`src/rtl/dac_multi_if.sv`:
```
// Load and output signal bundle for the multi-channel PWM / sigma-delta DAC.
interface dac_multi_if #(
  parameter int unsigned RES = 7,
  parameter int unsigned CH  = 4
);
  localparam int unsigned N = RES + 1;

  logic [CH*N-1:0] dac_in;
  logic            conv;
  logic            mode;
  logic            ready;
  logic [CH-1:0]   dac_out;
  logic            frame_done;
  logic            overrun;

  modport master (
    output dac_in, conv, mode,
    input  ready, dac_out, frame_done, overrun
  );

  modport slave (
    input  dac_in, conv, mode,
    output ready, dac_out, frame_done, overrun
  );
endinterface

```
`src/rtl/dac_multi.sv`:
```
// Multi-channel 1-bit DAC: shared frame counter, double-buffered codes, per-channel
// PWM or first-order sigma-delta modulation selected per frame.
module dac_multi #(
  parameter int unsigned RES = 7,
  parameter int unsigned CH  = 4
) (
  input  logic      clk,
  input  logic      rst,
  dac_multi_if.slave bus
);
  localparam int unsigned N       = RES + 1;
  localparam logic [RES:0] CNT_MAX = '1;

  logic [RES:0]  r_cnt;
  logic          r_pending;
  logic          r_sh_mode;
  logic          r_act_mode;
  logic [RES:0]  r_shadow [CH];
  logic [RES:0]  r_active [CH];
  // Accumulator residue; the carry of each sum is what lands in r_dac_out.
  logic [RES:0]  r_acc    [CH];
  logic          r_ready;
  logic          r_frame_done;
  logic          r_overrun;
  logic [CH-1:0] r_dac_out;

  logic [RES:0]  w_cnt_nxt;
  logic          w_boundary;
  logic          w_accept;
  logic          w_xfer;
  logic          w_mode_chg;
  logic          w_pend_nxt;
  logic [N:0]    w_sum [CH];
  logic [CH-1:0] w_out_nxt;

  // Frame timing and load handshake decisions.
  always_comb begin
    w_cnt_nxt  = r_cnt + N'(1);
    w_boundary = (r_cnt == CNT_MAX);
    w_accept   = bus.conv && r_ready;
    w_xfer     = w_boundary && r_pending;
    w_mode_chg = w_xfer && (r_sh_mode != r_act_mode);
    w_pend_nxt = w_accept || (r_pending && !w_xfer);
  end

  // Per-channel modulator next values, computed with the code active this frame.
  always_comb begin
    w_out_nxt = '0;
    for (int unsigned i = 0; i < CH; i++) begin
      w_sum[i] = {1'b0, r_acc[i]} + {1'b0, r_active[i]};
      w_out_nxt[i] = r_act_mode ? w_sum[i][N] : (r_cnt < r_active[i]);
    end
  end

  always_ff @(posedge clk) begin
    if (!rst) begin
      r_cnt        <= '0;
      r_pending    <= 1'b0;
      r_sh_mode    <= 1'b0;
      r_act_mode   <= 1'b0;
      r_ready      <= 1'b1;
      r_frame_done <= 1'b0;
      r_overrun    <= 1'b0;
      r_dac_out    <= '0;
      for (int unsigned i = 0; i < CH; i++) begin
        r_shadow[i] <= '0;
        r_active[i] <= '0;
        r_acc[i]    <= '0;
      end
    end else begin
      r_cnt        <= w_cnt_nxt;
      r_frame_done <= (w_cnt_nxt == CNT_MAX);
      r_pending    <= w_pend_nxt;
      r_ready      <= !w_pend_nxt;
      r_dac_out    <= w_out_nxt;
      if (bus.conv && !r_ready) begin
        r_overrun <= 1'b1;
      end
      if (w_accept) begin
        r_sh_mode <= bus.mode;
        for (int unsigned i = 0; i < CH; i++) begin
          r_shadow[i] <= bus.dac_in[i*N +: N];
        end
      end
      if (w_xfer) begin
        r_act_mode <= r_sh_mode;
        for (int unsigned i = 0; i < CH; i++) begin
          r_active[i] <= r_shadow[i];
        end
      end
      // A mode switch restarts modulation from a clean accumulator; code-only updates keep the residue.
      for (int unsigned i = 0; i < CH; i++) begin
        if (w_mode_chg) begin
          r_acc[i] <= '0;
        end else if (r_act_mode) begin
          r_acc[i] <= w_sum[i][RES:0];
        end
      end
    end
  end

  assign bus.ready      = r_ready;
  assign bus.dac_out    = r_dac_out;
  assign bus.frame_done = r_frame_done;
  assign bus.overrun    = r_overrun;
endmodule

```
`src/flat_wrapper.sv`:
```
// flat-port wrapper written by rule: the top's interface ports become plain ports
module dac_multi_flat 
#(
  parameter int unsigned RES = 7,
  parameter int unsigned CH  = 4
)
  (clk, rst, bus_dac_in, bus_conv, bus_mode, bus_ready, bus_dac_out, bus_frame_done, bus_overrun);
  dac_multi_if #(.RES(RES), .CH(CH)) bus_i ();
  input  logic clk;
  input  logic rst;
  input wire logic [$bits(bus_i.dac_in)-1:0] bus_dac_in;
  input wire logic [$bits(bus_i.conv)-1:0] bus_conv;
  input wire logic [$bits(bus_i.mode)-1:0] bus_mode;
  output wire logic [$bits(bus_i.ready)-1:0] bus_ready;
  output wire logic [$bits(bus_i.dac_out)-1:0] bus_dac_out;
  output wire logic [$bits(bus_i.frame_done)-1:0] bus_frame_done;
  output wire logic [$bits(bus_i.overrun)-1:0] bus_overrun;
  assign bus_i.dac_in = bus_dac_in;
  assign bus_i.conv = bus_conv;
  assign bus_i.mode = bus_mode;
  assign bus_ready = bus_i.ready;
  assign bus_dac_out = bus_i.dac_out;
  assign bus_frame_done = bus_i.frame_done;
  assign bus_overrun = bus_i.overrun;
  dac_multi #(.RES(RES), .CH(CH)) u_core (.clk(clk), .rst(rst), .bus(bus_i));
endmodule
```
`config.mk`:
```
export PLATFORM = sky130hd
export DESIGN_NAME = dac_multi_flat
export DESIGN_NICKNAME = d
export VERILOG_FILES = /design/src/rtl/dac_multi_if.sv /design/src/rtl/dac_multi.sv /design/src/flat_wrapper.sv
export SDC_FILE = /design/constraint.sdc
export NUM_CORES = 1
export LEC_CHECK = 0
export ABC_CLOCK_PERIOD_IN_PS = 6800
export CAP_MARGIN = 40
export CORE_UTILIZATION = 40
export CTS_BUF_LIST = sky130_fd_sc_hd__clkbuf_8
export CTS_CLUSTER_SIZE = 10
export DETAILED_ROUTE_END_ITERATION = 6
export PLACE_DENSITY_LB_ADDON = 0.15
export SLEW_MARGIN = 20
export SYNTH_ARGS = -nofsm -noshare
export SYNTH_HDL_FRONTEND = slang
export SYNTH_SLANG_ARGS = --single-unit
```
`constraint.sdc`:
```
create_clock -name clk -period 6.8 [get_ports clk]
set_clock_uncertainty 0.1 [all_clocks]
set_input_delay 2.04 -clock clk [delete_from_list [all_inputs] [get_ports clk]]
set_output_delay 2.04 -clock clk [all_outputs]
set_load 0.03 [all_outputs]
```
# Word level (Yosys, flattened, before mapping)
# Memory sizes are Yosys's and may differ from the RTL's.
# Index checks and enable logic that the tools add are counted.
[word_totals]
mem_count = 3
word_cells = 82
input_bits = 36
ramBits = 96
ff_bits = 18
[memory_table]
columns = ["memory", "depth", "word_bits", "read_ports", "rd_clocked_by_memory_dff", "write_ports", "line", "rtl"]
rows = [
  ["u_core.r_acc", 4, 8, 4, 0, 4, "dac_multi.sv:21", "logic [RES:0] r_acc [CH];"],
  ["u_core.r_active", 4, 8, 4, 0, 4, "dac_multi.sv:19", "logic [RES:0] r_active [CH];"],
  ["u_core.r_shadow", 4, 8, 4, 0, 4, "dac_multi.sv:18", "logic [RES:0] r_shadow [CH];"],
]
[op_classes]
magnitude_cmp = 4
add_sub_neg = 5
bitwise_logic = 16
muxes = 34
reduce_logical = 9
n_eq_ne = 3
[op_table]
columns = ["op", "n"]
rows = [
  ["two-way mux 8 bit", 16],
  ["adder 8 x 8 -> 9 bit", 4],
  ["< comparator 8 bit", 4],
  ["two-way mux 1 bit", 18],
  ["equality test 8 bit, second input constant", 2],
  ["bitwise OR 1 bit", 16],
  ["adder 8 x 1 -> 8 bit, second input constant", 1],
  ["logical AND 1 bit", 5],
  ["logical NOT 1 bit", 3],
  ["logical OR 1 bit", 1],
  ["!= test 1 bit", 1],
]

# Longest topological paths before layout
# Gate-level depths: netlist of the first run.
[depth]
ltp_word = 8
depth_mapped = 8
ltp_nobuf = 8

# Worst setup path before layout of the first run
# OpenSTA, ideal clock, no wires.
[synth_path]
kind = "input -> register"
start = "input port rst"
end = "memory u_core.r_active[0][0] (netlist name), enable pin"
t_required_ns = 6.221
arrival_ns = 2.995
cell_stages = 3
path_buffers = 2
setup_slack_ns = 3.227
setup_ns = 0.479
cell_sequence = "buf_2 > clkbuf_1 > nand2_1"
[synth_rtl]
columns = ["item", "line", "rtl"]
rows = [
  ["start, declared", "flat_wrapper.sv:10", "input logic rst;"],
  ["end, declared", "dac_multi.sv:19", ""],
]

==> results_dict.tcl, run 1 <==
set metrics [dict create \
    ys_seq_elements 114 \
    synth_top_area_share_pct 47.4 \
    yosys_warnings 0 \
    clock-sinks 114 \
    drt-initial-drc-count 230 \
    syn_inst 514 \
    worstPathArrival_ps 4000 \
    cts-buffers-inserted 17 \
    syn_area_sq_um 6080 \
    wirelength_mm 11.6 \
    grt_pass1_vias 3905 \
    via_count 3889 \
    grt_max_degree 27 \
    reg2regPathDepth 6 \
    hold_viol 0 \
    violations "design-rule violations" \
    avgSynthCellArea_sq_um 11.8 \
    io_buffer_count 42 \
    r2r-end "u_core.r_active[0][6]" \
    dr.pass1.iters 6 \
    layout-drive-gt1-share_pct 5.83 \
    fin_crit_sh_pct 55.8 \
    gr-usage-all-layers_pct 16.2 \
    clockBufferDepth 2 \
    tightest_slew_ps 760 \
    clk_pin_slew_worst_paths_ps 70 \
    synth_cell_types 49 \
    synth_flop_cell "edfxtp_1" \
    dieArea_sq_um 15700 \
    ff2ff_setup_slack_ps 4140 \
    drc 3 \
    ir_worst_vdd_uv 117 \
    r2r_start "u_core.r_cnt[1]" \
    max_freq_mhz 264 \
    rsz0062_at_grt "false" \
    drv_cap 0 \
    cts_tree "yes" \
    timing.hold.ws_ps 372 \
    rows 44 \
    core_area_sq_um 14700 \
    setup_violations 0 \
    yosys.area.top_type "edfxtp_1" \
    hold_buffers 0 \
    initial_utilization_pct 41.4 \
    nets 673 \
    die_h_microns 125 \
    final_common_cell "edfxtp_1" \
    antenna_found_initial 0 \
    grt_pass1_wl_mm 19.2 \
    gr-total-overflow 0 \
    min_from "u_core.bus.overrun" \
    required_ps 7000 \
    hold_path_end "u_core.bus.overrun" \
    tns_ps 0 \
    crit_fanout 19 \
    detail_route.wl_per_cell_microns 15.2 \
    htree_levels 4 \
    synth_fp_nets 616 \
    gp_congestion 0.805 \
    hp-class "reg -> reg" \
    dp_hpwl_mm 8.19 \
    final_cell_mix "edfxtp_1, and2_1, ha_1" \
    routed_via_density 5.07 \
    crit_type "in -> reg" \
    postCtsResizedCells 0 \
    ant_nets 0 \
    synth_sequential_area_ratio_pct 53.3 \
    leakage_uw 0.00296 \
    power.density_nw_per_um2 211 \
    synth_area_leaders "edfxtp_1, ha_1, and2_1, dfxtp_1, inv_1" \
    ios 43 \
    min_path_cells 1 \
    cts_root_buf "clkbuf_8" \
    synth_enable_flop_cells 96 \
    drv_slew 0 \
    start_kind "primary input" \
    slew_headroom_pct 49.2 \
    clkLatencyLatePin_ps 440 \
    postCtsSetupRepairBufs 0 \
    synth-async-reset-ratio_pct 0 \
    status "finished, violations left" \
    diodes 0 \
    die_w_microns 125 \
    crit_path_end_kind "flop" \
    area_growth_pct 16.0 \
    fin_crit_ps 3790 \
]
==> per-layer routing <==
metal | GRT usage (%) | vias to the layer above | share of wire, %
met3 | 4.07 | 16 | 4.5
met5 | 0 | - | 0
li1 | - | 1962 | -
met1 | 19.4 | 1849 | 45
met4 | 7.46 | 0 | 1.8
met2 | 27.4 | 62 | 48
==> logic make-up (layout without fill, tap and decap cells) <==
family,count (synthesis),after routing,synth area share (%)
compound gates,99,99,11.2
mux,1,1,0.165
flops,114,114,53.3
buf+inv,49,118,3.35
simple gates,165,165,15.1
fa+ha+maj,66,66,14.1
xor+xnor,20,20,2.88
==> synthesized netlist by cell type, types with 2 or more instances <==
cell       number
xor2_1         14
inv_1          39
a21boi_0        4
a211o_1         2
or3_1           3
nor3_1          7
a21oi_1        17
nand2_1        13
buf_6           2
a2111oi_0       2
o21ai_0        18
nand2b_1        5
nor2b_1         9
clkbuf_1        4
ha_1           62
and2_1         72
nor2_1         36
a221oi_1        2
a21o_1         17
nand3_1         3
fa_1            4
nand4_1         5
o21bai_1        7
o31ai_1         2
and3_1          5
xnor2_1         6
edfxtp_1       96
clkbuf_2        3
o21a_1          2
a211oi_1       16
dfxtp_1        18
a32o_1          2
==> worst max path at each step <==
stage	end	depth (start not counted)	slack (ps)	start
floorplan	u_core.r_active[0][0]	3	3230	rst
global placement	u_core.bus.ready	4	2460	rst
detailed placement	u_core.r_acc[2][0]	4	2490	rst
CTS	u_core.r_acc[2][0]	4	2960	rst
global route	u_core.r_acc[2][0]	4	2860	rst
finish	u_core.r_acc[3][0]	4	3010	rst
==> power by group <==
group | switching, uW | internal [uW] | total (uW)
Combinational | 75.0 | 67.4 | 142
Sequential | 17.4 | 794 | 811
Clock | 263 | 271 | 533
Total | 355 | 1130 | 1490
==> registers in the layout (all words and copies together) (netlist names), 4 cells and up <==
register / cells
u_core.r_shadow: 32
u_core.bus.dac_out: 4
u_core.r_active: 32
u_core.r_acc: 32
u_core.r_cnt: 8
==> critical path: stages <==
cell,delay [ps]
clkdlybuf4s50_1,850
nand2_1,290
a31oi_1,600
and2_1,220
==> final cells by class <==
cell class	count	area, sq um
Sequential cell	114	3240
Timing Repair Buffer	48	477
Multi-Input combinational cell	351	2640
Clock inverter	14	83.8
Fill cell	1334	7650
Tap cell	184	230
Inverter	39	146
Clock buffer	17	234
==> through the flow <==
step	utilization [%]	setup slack (ps)	std cells	instance area (sq um)	power (uW)
after floorplan	-	3230	514	6080	911
after global placement	45.6	2460	733	6700	964
after detailed placement	45.8	2490	735	6730	970
after CTS	47.9	2960	766	7050	1510
after global routing	48.0	2860	767	7050	1550
final	48.0	3010	767	7050	1490
Power figures use the tool's default switching activity.
==> run 2, diff against run 1 <==
--- a/config.mk
+++ b/config.mk
@@ -5,7 +5,7 @@
 export SDC_FILE = /design/constraint.sdc
 export NUM_CORES = 1
 export LEC_CHECK = 0
-export ABC_CLOCK_PERIOD_IN_PS = 6800
+export ABC_CLOCK_PERIOD_IN_PS = 3200
 export CAP_MARGIN = 40
 export CORE_UTILIZATION = 40
 export CTS_BUF_LIST = sky130_fd_sc_hd__clkbuf_8
==> constraint.sdc (replaced) <==
create_clock -name clk -period 3.2 [get_ports clk]
set_clock_uncertainty 0.1 [all_clocks]
set_input_delay 0.96 -clock clk [delete_from_list [all_inputs] [get_ports clk]]
set_output_delay 0.96 -clock clk [all_outputs]
set_load 0.03 [all_outputs]
==> run 2 against run 1 <==
The flow still finishes with violations (design-rule violations); cell area grew 2.4%; largest cell class unchanged; die area unchanged; non-clock buffer count is 9 higher; critical path type is now reg -> out.
==> results_dict.tcl, run 2 (same netlist as run 1, synthesis figures left out) <==
set metrics [dict create \
    drv_slew 0 \
    rows 44 \
    worst-path-stages 1 \
    worstPathArrival_ps 1550 \
    postCtsSetupRepairBufs 0 \
    min_path_cells 1 \
    setup_violations 0 \
    gr-usage-all-layers_pct 16.6 \
    dieArea_sq_um 15700 \
    reg.largest.list "u_core.r_acc: 32 flops, u_core.r_active: 32 flops, u_core.r_shadow: 32 flops" \
    rsz0062_at_grt "false" \
    critPathMaxStageDelay_ps 710 \
    clkLatencyLatePin_ps 440 \
    slowest_stage "clkdlybuf4s50_1" \
    hold_buffers 0 \
    grt_max_degree 27 \
    crit_path_cell_trace "clkdlybuf4s50_1" \
    clockBufferDepth 2 \
    drv_cap 0 \
    hold_viol 0 \
    reg2regPathDepth 6 \
    power.density_nw_per_um2 487 \
    tightest_slew_ps 740 \
    grt_pass1_vias 3928 \
    power_uw 3520 \
    layout-drive-gt1-share_pct 8.09 \
    wirelength_mm 11.9 \
    dr.pass1.iters 7 \
    cts_root_buf "clkbuf_8" \
    required_ps 2140 \
    ios 43 \
    switchingPower_uw 779 \
    final_common_cell "edfxtp_1" \
    die_h_microns 125 \
    core_area_sq_um 14700 \
    final_cell_mix "edfxtp_1, and2_1, ha_1" \
    drc 6 \
    ant_nets 0 \
    via_count 3900 \
    crit_path_end_kind "primary output" \
    cts-buffers-inserted 17 \
    leakage_uw 0.00305 \
    grt_pass1_wl_mm 19.6 \
    intPower_uw 2740 \
    area_growth_pct 18.8 \
    crit_type "reg -> out" \
    slew_headroom_pct 50.5 \
    postCtsResizedCells 0 \
    gr-total-overflow 0 \
    clkPwrFrac_pct 42.3 \
    dp_hpwl_mm 8.52 \
    status "finished, violations left" \
    clk_pin_slew_worst_paths_ps 70 \
    seqPwrFrac_pct 49.0 \
    htree_levels 4 \
    initial_utilization_pct 41.4 \
    path_buf_inv 1 \
    fin_crit_ps 2610 \
    clock-sinks 114 \
    antenna_found_initial 0 \
    hp-class "reg -> reg" \
    p_sw_share_pct 22.1 \
    nets 682 \
    fin_crit_sh_pct 81.7 \
    violations "design-rule violations" \
    start_kind "flop" \
    crit_family "buffers and inverters" \
    die_w_microns 125 \
    max_freq_mhz 383 \
    drt-initial-drc-count 220 \
    tns_ps 0 \
    ir_worst_vdd_uv 227 \
    crit_fanout 4 \
    diodes 0 \
    routed_via_density 5.02 \
    power_frac_comb_pct 8.7 \
    cts_tree "yes" \
    gp_congestion 0.777 \
    detail_route.wl_per_cell_microns 15.3 \
    io_buffer_count 42 \
]
-- run 2: area by class of cell --
type	count	area, sq um
Fill cell	1289	7470
Sequential cell	114	3240
Multi-Input combinational cell	351	2640
Timing Repair Buffer	57	537
Clock buffer	17	234
Tap cell	184	230
Clock inverter	15	196
Inverter	39	146
-- run 2: power by group through the flow --
stage / registers, uW / logic, uW / clock network [uW]
2_1_floorplan: 1750 / 181 / 0
3_3_place_gp: 1760 / 300 / 0
3_5_place_dp: 1760 / 306 / 0
4_1_cts: 1730 / 309 / 1530
5_1_grt: 1730 / 346 / 1590
6_report: 1720 / 306 / 1490
-- run 2: through the flow --
stage | worst slack (ps) | cell area (sq um) | cells | hold slack, ps | util (%)
2_1_floorplan | 383 | 6080 | 514 | 354 | -
3_3_place_gp | 233 | 6780 | 743 | 347 | 46.1
3_5_place_dp | 312 | 6790 | 744 | 361 | 46.2
4_1_cts | 523 | 7220 | 776 | 377 | 49.1
5_1_grt | 408 | 7230 | 777 | 396 | 49.2
6_report | 587 | 7230 | 777 | 370 | 49.2
-- run 2: final timing paths --
check / start / end / slack (ps)
max: u_core.bus.ready / bus_ready / 590
min: u_core.bus.overrun / u_core.bus.overrun / 370
max reg2reg: u_core.r_cnt[1] / u_core.r_acc[1][3] / 630
min reg2reg: u_core.bus.overrun / u_core.bus.overrun / 370
-- run 2: metal layers --
layer	vias to the layer above	GRT usage [%]	share of wire, %	routed length [microns]
li1	1986	-	-	-
met1	1827	21.5	47	5610
met2	75	26.6	47	5620
met3	12	4.62	4.2	502
met4	0	6.03	1.3	153
met5	-	0	0	0
-- run 2: worst register-to-register path, cell delays in order, from the launching register on --
cell and delay, ps:
dfxtp_1 560, ha_1 270, nand3_1 200, nor3_4 260
nand2_2 160, o21bai_4 610, nor3_1 140
==> run 3, diff against run 2 <==
--- a/config.mk
+++ b/config.mk
@@ -5,7 +5,7 @@
 export SDC_FILE = /design/constraint.sdc
 export NUM_CORES = 1
 export LEC_CHECK = 0
-export ABC_CLOCK_PERIOD_IN_PS = 3200
+export ABC_CLOCK_PERIOD_IN_PS = 2600
 export CAP_MARGIN = 40
 export CORE_UTILIZATION = 40
 export CTS_BUF_LIST = sky130_fd_sc_hd__clkbuf_8
==> constraint.sdc (replaced) <==
create_clock -name clk -period 2.6 [get_ports clk]
set_clock_uncertainty 0.1 [all_clocks]
set_input_delay 0.78 -clock clk [delete_from_list [all_inputs] [get_ports clk]]
set_output_delay 0.78 -clock clk [all_outputs]
set_load 0.03 [all_outputs]
==> run 3 against run 2 <==
Die area unchanged; via count rose by 3.1%; clock power grew 20%; the flow now finishes without violations; critical path depth is the same; worst setup slack got worse by 420 ps; routed wire length up 4.9%; combinational power up 32%; sequential power grew 23%.
==> results_dict.tcl, run 3 (same netlist as run 1, synthesis figures left out) <==
set metrics [dict create \
    status "finished clean" \
    fin_cells 790 \
    fillers 1335 \
    reg2regPathDepth 7 \
    io_buffer_count 42 \
    gp_congestion 0.779 \
    critPathLaunch "u_core.bus.ready" \
    ff2ff_setup_slack_ps 220 \
    clockBufferDepth 2 \
    detail_route.wl_per_cell_microns 15.8 \
    wirelength_mm 12.5 \
    leakage_uw 0.00310 \
    clock-sinks 114 \
    required_ps 1720 \
    antenna_found_initial 0 \
    grt_pass1_vias 4085 \
    timing.hold.ws_ps 373 \
    cts_tree "yes" \
    die_h_microns 125 \
    min_from "u_core.bus.overrun" \
    drc 0 \
    critPathMaxStageDelay_ps 700 \
    crit_type "reg -> out" \
    via_count 4021 \
    worstPathArrival_ps 1550 \
    postCtsSetupRepairBufs 0 \
    hold_buffers 0 \
    clk_pin_slew_worst_paths_ps 70 \
    tightest_slew_ps 505 \
    ios 43 \
    fin_crit_ps 2430 \
    initial_utilization_pct 41.4 \
    grt_pass1_wl_mm 20.6 \
    area_growth_pct 20.7 \
    setup_violations 0 \
    gr-total-overflow 0 \
    max_freq_mhz 411 \
    crit_family "buffers and inverters" \
    nets 695 \
    hold_path_end "u_core.bus.overrun" \
    rows 44 \
    slew_headroom_pct 66.2 \
    start_kind "flop" \
    dr.pass1.iters 6 \
    crit_path_end_kind "primary output" \
    path_buf_inv 1 \
    diodes 0 \
    multi_input_area_sq_um 2640 \
    crit_path_cell_trace "clkdlybuf4s50_1" \
    postCtsResizedCells 0 \
    final_cell_mix "edfxtp_1, and2_1, ha_1" \
    crit_fanout 4 \
    drv_cap 0 \
    dieArea_sq_um 15700 \
    layout-drive-gt1-share_pct 10.7 \
    core_area_sq_um 14700 \
    utilization_pct 49.9 \
    routed_via_density 5.09 \
    ir_worst_vdd_uv 319 \
    htree_levels 4 \
    r2r-end "u_core.r_acc[2][6]" \
    dp_hpwl_mm 8.98 \
    power.density_nw_per_um2 587 \
    die_w_microns 125 \
    hp-class "reg -> reg" \
    fin_crit_sh_pct 93.5 \
    regArea_sq_um 3240 \
    slowest_stage "clkdlybuf4s50_1" \
    final_common_cell "edfxtp_1" \
    clkLatencyLatePin_ps 450 \
    drv_slew 0 \
    ant_nets 0 \
    cts_root_buf "clkbuf_8" \
    dp.cells 757 \
    cts-buffers-inserted 17 \
    rsz0062_at_grt "false" \
    gr-usage-all-layers_pct 17.4 \
    r2r_start "u_core.r_active[2][0]" \
    hold_viol 0 \
    drt-initial-drc-count 210 \
    min_path_cells 1 \
    grt_max_degree 25 \
    reg.largest.list "u_core.r_acc: 32 flops, u_core.r_active: 32 flops, u_core.r_shadow: 32 flops" \
]
-- run 3: worst register-to-register path, stage by stage (launching register included) --
cell and delay (ps):
edfxtp_1 400, ha_1 260, fa_1 440, a211oi_1 350, o21bai_1 160, a21oi_1 190
xor2_1 170, nor2_1 60
-- run 3: cell type report --
cell class,count,share of cell area [%]
sequential,114,44.2
multi-input combinational,351,36.0
timing repair buffer,70,8.93
clock buffer,17,3.19
tap,184,3.14
clock inverter,15,2.59
inverter,39,1.99
-- run 3: layer usage --
| metal | up-vias | GRT usage (%) | routed length (microns) |
|---|---|---|---|
| met1 | 1922 | 21.6 | 5820 |
| li1 | 2011 | - | - |
| met2 | 73 | 28.9 | 6060 |
| met5 | - | 0 | 0 |
| met3 | 15 | 4.66 | 396 |
| met4 | 0 | 6.89 | 201 |
-- run 3: through the flow --
stage	total power, uW	setup slack, ps	instance area [sq um]	setup TNS [ps]
floorplan	2380	258	6090	0
global placement	2540	70.5	6910	0
detailed placement	2550	-0.515	6910	-1.72
CTS	4360	107	7330	0
global route	4480	81.1	7340	0
finish	4310	170	7340	0
-- run 3: power by group --
| group | switching (uW) | internal (uW) |
|---|---|---|
| Combinational | 211 | 192 |
| Sequential | 38.4 | 2070 |
| Clock | 760 | 1030 |
| Total | 1010 | 3300 |
-- run 3: how the worst max path moves through the flow --
stage                                  endpoint  depth (start not counted)  slack (ps)
after CTS                             bus_ready                          1         110
final                                 bus_ready                          1         170
after floorplan           u_core.r_active[0][0]                          5         260
after detailed placement     u_core.r_acc[3][4]                          3        -0.5
after global routing      u_core.bus.dac_out[0]                          7          80
after global placement    u_core.bus.dac_out[1]                          4          70
